==> src/rtl/addr_sequencer.sv <==
// Effective-address sequencer: fetches operand and pointer bytes for the
// multi-byte addressing modes and returns a full effective address plus page-cross flag.
module addr_sequencer #(
  parameter int DATA_WIDTH = 8,
  parameter bit PAGE_FIX   = 1'b1
) (
  input  logic                      clk,
  input  logic                      rst,
  input  logic                      start,
  input  logic [2:0]                mode,
  input  logic                      force_fix,
  input  logic [DATA_WIDTH-1:0]     index,
  input  logic [2*DATA_WIDTH-1:0]   pc,
  input  logic [DATA_WIDTH-1:0]     data_read,
  output logic [2*DATA_WIDTH-1:0]   address,
  output logic                      pc_increment,
  output logic                      busy,
  output logic                      done,
  output logic [2*DATA_WIDTH-1:0]   ea,
  output logic                      page_cross
);

  typedef enum logic [2:0] {
    S_IDLE   = 3'd0,
    S_OP_LO  = 3'd1,
    S_OP_HI  = 3'd2,
    S_PTR_LO = 3'd3,
    S_PTR_HI = 3'd4,
    S_FIX    = 3'd5,
    S_DONE   = 3'd6
  } state_e;

  localparam logic [DATA_WIDTH-1:0] ZERO_B = {DATA_WIDTH{1'b0}};
  localparam logic [DATA_WIDTH-1:0] ONE_B  = {{(DATA_WIDTH-1){1'b0}}, 1'b1};

  state_e                    state_q, state_d;
  logic [2:0]                mode_q, mode_d;
  logic [DATA_WIDTH-1:0]     index_q, index_d;
  logic                      force_q, force_d;
  logic [DATA_WIDTH-1:0]     lo_q, lo_d;
  logic [DATA_WIDTH-1:0]     hi_q, hi_d;
  logic [2*DATA_WIDTH-1:0]   ptr_q, ptr_d;
  logic                      carry_q, carry_d;
  logic [2*DATA_WIDTH-1:0]   ea_q, ea_d;
  logic                      page_cross_q, page_cross_d;
  logic                      done_q, done_d;
  logic [DATA_WIDTH:0]       sum_w;
  logic                      need_fix_w;

  // Low byte plus index; the carry decides the page fix for modes 3 and 5.
  assign sum_w      = {1'b0, lo_q} + {1'b0, index_q};
  assign need_fix_w = sum_w[DATA_WIDTH] | force_q | (PAGE_FIX == 1'b0);

  assign done       = done_q;
  assign ea         = ea_q;
  assign page_cross = page_cross_q;

  // Next-state, datapath latch updates and bus-side outputs.
  always_comb begin
    state_d      = state_q;
    mode_d       = mode_q;
    index_d      = index_q;
    force_d      = force_q;
    lo_d         = lo_q;
    hi_d         = hi_q;
    ptr_d        = ptr_q;
    carry_d      = carry_q;
    ea_d         = ea_q;
    page_cross_d = page_cross_q;
    done_d       = 1'b0;
    address      = pc;
    pc_increment = 1'b0;
    busy         = 1'b0;

    case (state_q)
      S_IDLE, S_DONE: begin
        if (start) begin
          mode_d  = mode;
          index_d = index;
          force_d = force_fix;
          if (mode == 3'd7) begin
            state_d      = S_DONE;
            done_d       = 1'b1;
            ea_d         = {2*DATA_WIDTH{1'b0}};
            page_cross_d = 1'b0;
          end else begin
            state_d = S_OP_LO;
          end
        end else begin
          state_d = S_IDLE;
        end
      end
      S_OP_LO: begin
        busy         = 1'b1;
        pc_increment = 1'b1;
        case (mode_q)
          3'd0: begin
            ea_d         = {ZERO_B, data_read};
            page_cross_d = 1'b0;
            done_d       = 1'b1;
            state_d      = S_DONE;
          end
          3'd1: begin
            ea_d         = {ZERO_B, data_read + index_q};
            page_cross_d = 1'b0;
            done_d       = 1'b1;
            state_d      = S_DONE;
          end
          3'd2, 3'd3, 3'd6: begin
            lo_d    = data_read;
            state_d = S_OP_HI;
          end
          3'd4: begin
            ptr_d   = {ZERO_B, data_read + index_q};
            state_d = S_PTR_LO;
          end
          3'd5: begin
            ptr_d   = {ZERO_B, data_read};
            state_d = S_PTR_LO;
          end
          default: state_d = S_IDLE;
        endcase
      end
      S_OP_HI: begin
        busy         = 1'b1;
        pc_increment = 1'b1;
        case (mode_q)
          3'd2: begin
            ea_d         = {data_read, lo_q};
            page_cross_d = 1'b0;
            done_d       = 1'b1;
            state_d      = S_DONE;
          end
          3'd3: begin
            hi_d    = data_read;
            lo_d    = sum_w[DATA_WIDTH-1:0];
            carry_d = sum_w[DATA_WIDTH];
            if (need_fix_w) begin
              state_d = S_FIX;
            end else begin
              ea_d         = {data_read, sum_w[DATA_WIDTH-1:0]};
              page_cross_d = sum_w[DATA_WIDTH];
              done_d       = 1'b1;
              state_d      = S_DONE;
            end
          end
          3'd6: begin
            ptr_d   = {data_read, lo_q};
            state_d = S_PTR_LO;
          end
          default: state_d = S_IDLE;
        endcase
      end
      S_PTR_LO: begin
        busy    = 1'b1;
        address = ptr_q;
        lo_d    = data_read;
        state_d = S_PTR_HI;
      end
      S_PTR_HI: begin
        // Pointer high byte always wraps within the pointer's page.
        busy    = 1'b1;
        address = {ptr_q[2*DATA_WIDTH-1:DATA_WIDTH], ptr_q[DATA_WIDTH-1:0] + ONE_B};
        if (mode_q == 3'd5) begin
          hi_d    = data_read;
          lo_d    = sum_w[DATA_WIDTH-1:0];
          carry_d = sum_w[DATA_WIDTH];
          if (need_fix_w) begin
            state_d = S_FIX;
          end else begin
            ea_d         = {data_read, sum_w[DATA_WIDTH-1:0]};
            page_cross_d = sum_w[DATA_WIDTH];
            done_d       = 1'b1;
            state_d      = S_DONE;
          end
        end else begin
          ea_d         = {data_read, lo_q};
          page_cross_d = 1'b0;
          done_d       = 1'b1;
          state_d      = S_DONE;
        end
      end
      S_FIX: begin
        busy         = 1'b1;
        address      = {hi_q, lo_q};
        ea_d         = {hi_q + {{(DATA_WIDTH-1){1'b0}}, carry_q}, lo_q};
        page_cross_d = carry_q;
        done_d       = 1'b1;
        state_d      = S_DONE;
      end
      default: state_d = S_IDLE;
    endcase
  end

  // State and latch registers with synchronous active-low reset.
  always_ff @(posedge clk) begin
    if (!rst) begin
      state_q      <= S_IDLE;
      mode_q       <= 3'd0;
      index_q      <= {DATA_WIDTH{1'b0}};
      force_q      <= 1'b0;
      lo_q         <= {DATA_WIDTH{1'b0}};
      hi_q         <= {DATA_WIDTH{1'b0}};
      ptr_q        <= {2*DATA_WIDTH{1'b0}};
      carry_q      <= 1'b0;
      ea_q         <= {2*DATA_WIDTH{1'b0}};
      page_cross_q <= 1'b0;
      done_q       <= 1'b0;
    end else begin
      state_q      <= state_d;
      mode_q       <= mode_d;
      index_q      <= index_d;
      force_q      <= force_d;
      lo_q         <= lo_d;
      hi_q         <= hi_d;
      ptr_q        <= ptr_d;
      carry_q      <= carry_d;
      ea_q         <= ea_d;
      page_cross_q <= page_cross_d;
      done_q       <= done_d;
    end
  end

endmodule

==> config.mk <==
export PLATFORM = sky130hd
export DESIGN_NAME = addr_sequencer
export DESIGN_NICKNAME = d
export VERILOG_FILES = /design/src/rtl/addr_sequencer.sv
export SDC_FILE = /design/constraint.sdc
export NUM_CORES = 1
export LEC_CHECK = 0
export ABC_AREA = 1
export CORE_ASPECT_RATIO = 0.7
export CORE_MARGIN = 5
export CORE_UTILIZATION = 25
export DETAILED_ROUTE_END_ITERATION = 8
export GPL_ROUTABILITY_DRIVEN = 0
export PLACE_DENSITY = 0.54
export SKIP_CTS_REPAIR_TIMING = 1
export SYNTH_ARGS = -nofsm -noshare
export SYNTH_HDL_FRONTEND = slang
export SYNTH_SLANG_ARGS = --single-unit
==> constraint.sdc <==
create_clock -name clk -period 5 [get_ports clk]
set_input_delay 1.5 -clock clk [delete_from_list [all_inputs] [get_ports clk]]
set_output_delay 1.5 -clock clk [all_outputs]
set_load 0.02 [all_outputs]
==> results.json, run 1 <==
{
  "status": "finished clean",
  "synth_commonest_cells": "nand2_1, a21oi_1, dfxtp_1",
  "vias": 4729,
  "grt_use_met1_pct": 23.3,
  "cp_top_family": "simple AND/OR/NAND/NOR gates",
  "fin_hold_ws_ns": 0.464,
  "syn_to_final_growth_pct": 29.1,
  "cpPeakStageDelay_ns": 0.65,
  "finalNetCount": 821,
  "diodes": 0,
  "layout.filler_cells": 1918,
  "worst_pin_slew_ns": 0.798,
  "cts-root-buf": "clkbuf_16",
  "crit_arrival_ns": 2.89,
  "power_density_mw_per_mm2": 511,
  "antenna_found_initial": 0,
  "dieWidth_um": 169,
  "gr-usage-all-layers_pct": 15.4,
  "rsz0062_at_grt": "no",
  "clkTransAtPathRegs_ns": 0.06,
  "firstDrtPassIters": 5,
  "crit_chain": "nor2_1 > inv_1 > nand2_2 > nor2_2 > nand2_1 > o2111ai_1 > clkdlybuf4s50_1",
  "dpl_cell_area_mm2": 0.00541,
  "crit_fanout": 17,
  "cts-htree-levels": 3,
  "min_period_ns": 4.39,
  "drt-vias-per-instance": 4.74,
  "ant_nets": 0,
  "relSlewSlack_pct": 46.5,
  "ys_types": 37,
  "synth_top_area_share_pct": 29.7,
  "cp-start-kind": "flip-flop",
  "drt-initial-drc-count": 509,
  "cp.required_ns": 3.50,
  "regToRegSetupSlack_ns": 2.42,
  "hold_viol": 0,
  "syn_nets": 752,
  "coreArea_mm2": 0.0173,
  "finalCritPeriodShare_pct": 87.8,
  "stdcell_area_mm2": 0.00574,
  "min_path_type": "reg2reg",
  "synth_edf_count": 0,
  "syn_inst": 693,
  "grt_use_met3_pct": 5.19,
  "drc": 0,
  "routedWlPerCell_um": 15.8,
  "dp_hpwl_um": 12000,
  "finalSetupViolCount": 0,
  "pre_cts_slack_ns": 0.697,
  "crit_type": "reg2out",
  "use_met2_pct": 21.3,
  "peakVddDrop_v": 0.000184,
  "clock_sinks": 66,
  "clk_latency_ns": 0.33,
  "synth_top_cell_by_area": "dfxtp_1",
  "crit_buf_inv": 2,
  "tritoncts": "done",
  "ys.flop_type": "dfxtp_1",
  "numCtsBuffers": 9,
  "overflow": 0,
  "synth-seq-cells": 66,
  "ios": 75,
  "end_kind": "primary output",
  "max_clock_freq_mhz": 228,
  "yosysWarnings": 0,
  "crit_slowest_cell": "clkdlybuf4s50_1",
  "grt_max_degree": 41,
  "totalWireLength_um": 15800,
  "grt_pass1_vias": 4389,
  "drive_gt1_share_pct": 7.95,
  "port_buffers": 74,
  "clock_skew_ns": 0.00509,
  "grt-busiest-layer": "met1",
  "ctsLongestPathBuffers": 2,
  "synth_area_leaders": "dfxtp_1, nand2_1, a21oi_1",
  "initial_utilization_pct": 25.7,
  "postLayoutCoreUtil_pct": 33.1,
  "syn_area_per_cell_um2": 6.41,
  "yosysSeqAreaShare_pct": 29.7,
  "setup_tns_ns": 0,
  "rows": 40,
  "die_h_um": 122,
  "max-cap-violations": 0,
  "async_reset_ff_share_pct": 0,
  "dieArea_mm2": 0.0206,
  "netlist_area_mm2": 0.00444,
  "slew_viol_final": 0,
  "synth_most_common_cell": "nand2_1",
  "grt_pass1_wl_um": 25100,
  "leakage_nw": 2.41,
  "finalWorstSetupSlack_ns": 0.612
}
area by class of cell:
class                   instances  area (um2)  share of cell area, %
multi-input cells             532        2740                   47.8
flip-flops and latches         66        1320                   23.0
repair buffers                 79         778                   13.6
well taps                     231         289                   5.04
inverters                      74         278                   4.84
clock buffers                  10         239                   4.17
clock inverters                 6        90.1                   1.57
sequential cells by signal, indices dropped and copies added (netlist names):
| register | flops |
|---|---|
| lo_q | 8 |
| mode_q | 3 |
| page_cross | 1 |
| ea | 16 |
| carry_q | 1 |
| index_q | 8 |
| done | 1 |
| force_q | 1 |
| ptr_q | 16 |
| state_q | 3 |
| hi_q | 8 |
metrics by stage:
step	std cells	power [mW]
2_1_floorplan	693	1.74
3_3_place_gp	982	2.22
3_5_place_dp	982	2.22
4_1_cts	998	2.93
5_1_grt	998	3.15
6_report	998	2.93
logic make-up after synthesis:
| group | after synthesis | share of synthesized area [%] |
|---|---|---|
| buf+inv | 95 | 8.59 |
| xor+xnor | 5 | 0.985 |
| flops | 66 | 29.7 |
| simple gates | 337 | 32.3 |
| compound gates | 170 | 22.4 |
| fa+ha+maj | 20 | 5.97 |
per-layer routing:
metal / wire [um] / vias up
met5: 0 / -
met4: 78 / 0
met3: 1500 / 6
met2: 6110 / 177
met1: 8060 / 2117
li1: - / 2429
layout by cell type, fill, tap and decap left out, drive strengths merged:
cell	instances
a211oi	2
a21oi	80
a221o	1
a41oi	1
buf	5
bufinv	2
clkbuf	10
clkdlybuf4s50	74
clkinv	5
clkinvlp	1
dfxtp	66
fa	2
ha	18
inv	72
nand2	212
nand3	49
nand3b	2
nand4	2
nor2	68
nor3	2
o2111ai	6
o211ai	16
o21a	3
o21ai	60
o221ai	1
or2	2
xnor2	1
xor2	4
worst register-to-register path: stages (launching register included):
cell,delay (ns)
dfxtp_1,0.53
ha_1,0.35
nand2_1,0.12
inv_1,0.04
a21oi_1,0.28
nand3_1,0.37
nand2_1,0.28
nand3_4,0.25
nand2_1,0.15
a21oi_1,0.07
power breakdown:
part | internal (mW) | switching (mW) | total [mW] | leakage [nW]
Clock | 0.451 | 0.248 | 0.699 | 0.159
Combinational | 0.497 | 0.995 | 1.49 | 1.72
Sequential | 0.619 | 0.121 | 0.741 | 0.537
Total | 1.57 | 1.36 | 2.93 | 2.41
final timing paths:
kind / start / end / cells after the start
min: ea[10] / ea[10] / 2
max: state_q[2] / address[4] / 7
max reg2reg: lo_q[6] / ea[2] / 9
min reg2reg: ea[10] / ea[10] / 2
(Power assumes the default switching activity.)
==> run 2: changes to the inputs <==
REMOVE_ABC_BUFFERS = 1   (was default)
==> run 2 against run 1 <==
Wire length rose by 1.2%. Combinational power barely moved. Clock power rose by 8.9%. Non-clock buffer count rose by 4. Critical path type unchanged. Register-to-register slack improved by 0.08 ns. Design area rose by 0.89%. Power rose by 2.4%. Sequential share of layout area fell by 0.20 points. Count of clock-buffer cells in the layout fell by 1. Die area did not move. Fmax fell by 2.0%. Largest cell class unchanged. Core utilization rose by 0.30 points.
==> results.json, run 2 (synthesized netlist as in run 1, its figures left out) <==
{
  "relSlewSlack_pct": 47.2,
  "ctsLongestPathBuffers": 2,
  "leakage_nw": 2.44,
  "cts-root-buf": "clkbuf_16",
  "crit_chain": "nor2_1 > inv_1 > nand2_2 > nor2_2 > nand2_1 > o2111ai_1 > clkdlybuf4s50_1",
  "layout_commonest_cell": "nand2_1",
  "setup_tns_ns": 0,
  "routedWlPerCell_um": 15.9,
  "clockPowerShare_pct": 25.4,
  "drt-vias-per-instance": 4.78,
  "syn_to_final_growth_pct": 30.2,
  "totalWireLength_um": 16000,
  "coreArea_mm2": 0.0173,
  "firstDrtPassIters": 4,
  "p_comb_share_pct": 49.9,
  "grt_pass1_wl_um": 24700,
  "cp_top_family": "simple AND/OR/NAND/NOR gates",
  "clock_skew_ns": 0.00761,
  "dpl_cell_area_mm2": 0.00544,
  "worst_pin_slew_ns": 0.792,
  "peakVddDrop_v": 0.000201,
  "p_switching_mw": 1.39,
  "regArea_mm2": 0.00132,
  "crit_slowest_cell": "nor2_2",
  "crit_arrival_ns": 2.98,
  "numCtsBuffers": 9,
  "finalSetupViolCount": 0,
  "antenna_found_initial": 0,
  "crit_buf_inv": 2,
  "multi_input_area_mm2": 0.00274,
  "finalWorstSetupSlack_ns": 0.522,
  "max_clock_freq_mhz": 223,
  "diodes": 0,
  "clk_latency_ns": 0.34,
  "cp-start-kind": "flip-flop",
  "p_int_mw": 1.61,
  "status": "finished clean",
  "max-cap-violations": 0,
  "port_buffers": 74,
  "pwr-share-seq_pct": 24.7,
  "layout.filler_cells": 1908,
  "end_kind": "primary output",
  "pre_cts_slack_ns": 0.705,
  "dieArea_mm2": 0.0206,
  "min_path_type": "reg2reg",
  "cp.required_ns": 3.50,
  "startpoint": "state_q[2]",
  "drt-initial-drc-count": 384,
  "stdcell_area_mm2": 0.00579,
  "hold_viol": 0,
  "finalCritPeriodShare_pct": 89.6,
  "clkTransAtPathRegs_ns": 0.06,
  "clock_sinks": 66,
  "dp_hpwl_um": 12000,
  "slew_viol_final": 0,
  "gr-usage-all-layers_pct": 15.3,
  "drive_gt1_share_pct": 8.43,
  "hold_start": "page_cross",
  "timing.rr.start": "lo_q[0]",
  "grt_pass1_vias": 4381,
  "fin_hold_ws_ns": 0.462,
  "die_h_um": 122,
  "rows": 40,
  "cpPeakStageDelay_ns": 0.65,
  "grt_max_degree": 42,
  "dieWidth_um": 169,
  "min_period_ns": 4.48,
  "overflow": 0,
  "ant_nets": 0,
  "final_cell_mix": "nand2_1, a21oi_1, clkdlybuf4s50_1, dfxtp_1, inv_1",
  "rsz0062_at_grt": "no",
  "vias": 4792,
  "crit_fanout": 17,
  "finalNetCount": 825,
  "power_density_mw_per_mm2": 519,
  "drc": 0,
  "power.share.switching_pct": 46.3,
  "tritoncts": "done",
  "ios": 75,
  "crit_type": "reg2out",
  "initial_utilization_pct": 25.7,
  "postLayoutCoreUtil_pct": 33.4,
  "cts-htree-levels": 3
}
==> run 2: changes by cell type in the layout (fill, tap and decap cells not counted), sizes merged <==
cell	before	now
inv	72	74
clkinvlp	1	0
bufinv	2	3
buf	5	9
clkinv	5	4
clkbuf	10	9
==> run 2: worst paths after layout <==
path | endpoint | slack, ns | cells after the start
max | address[6] | 0.52 | 7
min | page_cross | 0.46 | 2
max reg2reg | ea[6] | 2.50 | 11
min reg2reg | page_cross | 0.46 | 2
==> run 2: layer usage <==
metal	track usage (%)	vias to the layer above	routed length, um
li1	-	2437	-
met2	20.8	161	6160
met1	23.8	2184	8250
met5	0	-	0
met4	2.11	0	89
met3	4.48	10	1460
==> run 2: worst reg2reg max path, stage by stage, from the launching register on <==
cell	delay [ns]
dfxtp_1	0.37
ha_1	0.25
fa_1	0.41
nand2_1	0.09
nand2_1	0.09
nand3_1	0.13
nand3_1	0.31
nor2_4	0.33
nand2_1	0.13
nand3_1	0.13
nand2_1	0.07
a21oi_1	0.14
==> run 2: power groups by stage <==
stage                     Sequential (mW)  Clock [mW]  Combinational (mW)
after floorplan                     0.718           0               0.975
after global placement              0.752           0                1.48
after detailed placement            0.750           0                1.49
after CTS                           0.738       0.779                1.49
after global routing                0.751       0.797                1.66
final                               0.741       0.761                1.50
==> run 2: per-stage QoR <==
stage | power (mW) | cells
after floorplan | 1.69 | 672
after global placement | 2.23 | 986
after detailed placement | 2.24 | 986
after CTS | 3.01 | 1002
after global routing | 3.21 | 1002
final | 3.00 | 1002
==> run 2: area by class of cell <==
class / count / share of cell area, %
clock buffers: 9 / 3.89
clock inverters: 7 / 2.16
inverters: 74 / 4.80
multi-input cells: 532 / 47.4
flip-flops and latches: 66 / 22.8
well taps: 231 / 4.99
repair buffers: 83 / 14.0
==> run 3: changes to the inputs <==
clock period = 4.55 ns   (was 5 ns; I/O delays follow)
==> run 3 against run 2 <==
Core utilization is 0.19 points lower. Via count down 0.42%. Wire length rose by 1.2%. Critical endpoint unchanged. Combinational power increased by 11%. Highest routed layer is now met5.
==> results.json, run 3 (synthesized netlist as in run 1, its figures left out) <==
{
  "status": "finished clean",
  "drt-vias-per-instance": 4.75,
  "totalWireLength_um": 16100,
  "hold_path_end": "page_cross",
  "stdcell_area_mm2": 0.00576,
  "slew_viol_final": 0,
  "startpoint": "state_q[2]",
  "dpl_cell_area_mm2": 0.00545,
  "tritoncts": "done",
  "power_mw": 3.20,
  "overflow": 0,
  "min_period_ns": 4.17,
  "grt_max_degree": 42,
  "cp.required_ns": 3.18,
  "dp_hpwl_um": 12200,
  "regToRegSetupSlack_ns": 2.06,
  "timing.rr.start": "lo_q[0]",
  "firstDrtPassIters": 7,
  "postLayoutCoreUtil_pct": 33.2,
  "layout.filler_cells": 1906,
  "worst_pin_slew_ns": 0.753,
  "grt_pass1_wl_um": 25500,
  "peakVddDrop_v": 0.000268,
  "hold_start": "page_cross",
  "fin_hold_ws_ns": 0.465,
  "drive_gt1_share_pct": 8.67,
  "routedWlPerCell_um": 16.1,
  "finalNetCount": 827,
  "antenna_found_initial": 2,
  "cts-htree-levels": 3,
  "drc": 0,
  "clk_latency_ns": 0.34,
  "rsz0062_at_grt": "no",
  "port_buffers": 74,
  "max_clock_freq_mhz": 240,
  "relSlewSlack_pct": 49.6,
  "diodes": 0,
  "crit_fanout": 12,
  "power_density_mw_per_mm2": 556,
  "ant_nets": 0,
  "finalWorstSetupSlack_ns": 0.384,
  "clock_sinks": 66,
  "clock_skew_ns": 0.00820,
  "coreArea_mm2": 0.0173,
  "grt_pass1_vias": 4404,
  "leakage_nw": 2.43,
  "die_h_um": 122,
  "min_path_type": "reg2reg",
  "dpl.cell_count": 988,
  "cp-start-kind": "flip-flop",
  "ctsLongestPathBuffers": 2,
  "reg2reg_to": "ea[11]",
  "cts-root-buf": "clkbuf_16",
  "final_cell_mix": "nand2_1, a21oi_1, clkdlybuf4s50_1, dfxtp_1, inv_1",
  "layout_commonest_cell": "nand2_1",
  "pre_cts_slack_ns": 0.566,
  "ios": 75,
  "end_kind": "primary output",
  "whs_path_depth": 2,
  "dieArea_mm2": 0.0206,
  "clkTransAtPathRegs_ns": 0.06,
  "finalCritPeriodShare_pct": 91.6,
  "rows": 40,
  "finalSetupViolCount": 0,
  "initial_utilization_pct": 25.7,
  "setup_tns_ns": 0,
  "hold_viol": 0,
  "dieWidth_um": 169,
  "reg2regPathDepth": 10,
  "numCtsBuffers": 9,
  "max-cap-violations": 0,
  "syn_to_final_growth_pct": 29.5,
  "vias": 4772,
  "drt-initial-drc-count": 453,
  "gr-usage-all-layers_pct": 15.7,
  "crit_type": "reg2out",
  "layoutNonFillerInstCount": 1004,
  "crit_arrival_ns": 2.80
}
## run 3: power breakdown
group          internal [mW]  switching [mW]
clock                  0.429           0.297
combinational          0.556            1.10
sequential             0.680           0.136
## run 3: worst max path at each step
| stage | end | slack [ns] | cells after the start |
|---|---|---|---|
| final | address[6] | 0.38 | 8 |
| after global routing | address[3] | 0.13 | 8 |
| after CTS | address[6] | 0.36 | 8 |
| after detailed placement | address[15] | 0.57 | 3 |
| after global placement | address[15] | 0.58 | 3 |
| after floorplan | address[15] | 1.43 | 1 |
## run 3: final cells by class
| cell class | count | area [um2] | area share, % |
|---|---|---|---|
| inverters | 74 | 278 | 4.83 |
| flip-flops and latches | 66 | 1320 | 23.0 |
| repair buffers | 85 | 823 | 14.3 |
| clock inverters | 7 | 77.6 | 1.35 |
| clock buffers | 9 | 225 | 3.91 |
| multi-input cells | 532 | 2740 | 47.6 |
| well taps | 231 | 289 | 5.02 |
## run 3: routing by layer
metal  share of wire [%]  global-route usage (%)
met1                  51                    24.7
met2                  39                    21.2
met4                 1.3                    3.22
met3                 9.0                    4.05
met5                0.14                       0
## run 3: critical path, cell delays in order, from the launching register on
cell and delay [ns]:
dfxtp_1 0.49, nor2_1 0.17, inv_1 0.19, nand2_2 0.19
nor2_2 0.35, buf_4 0.26, nand2_1 0.07, o2111ai_1 0.09
clkdlybuf4s50_1 0.64
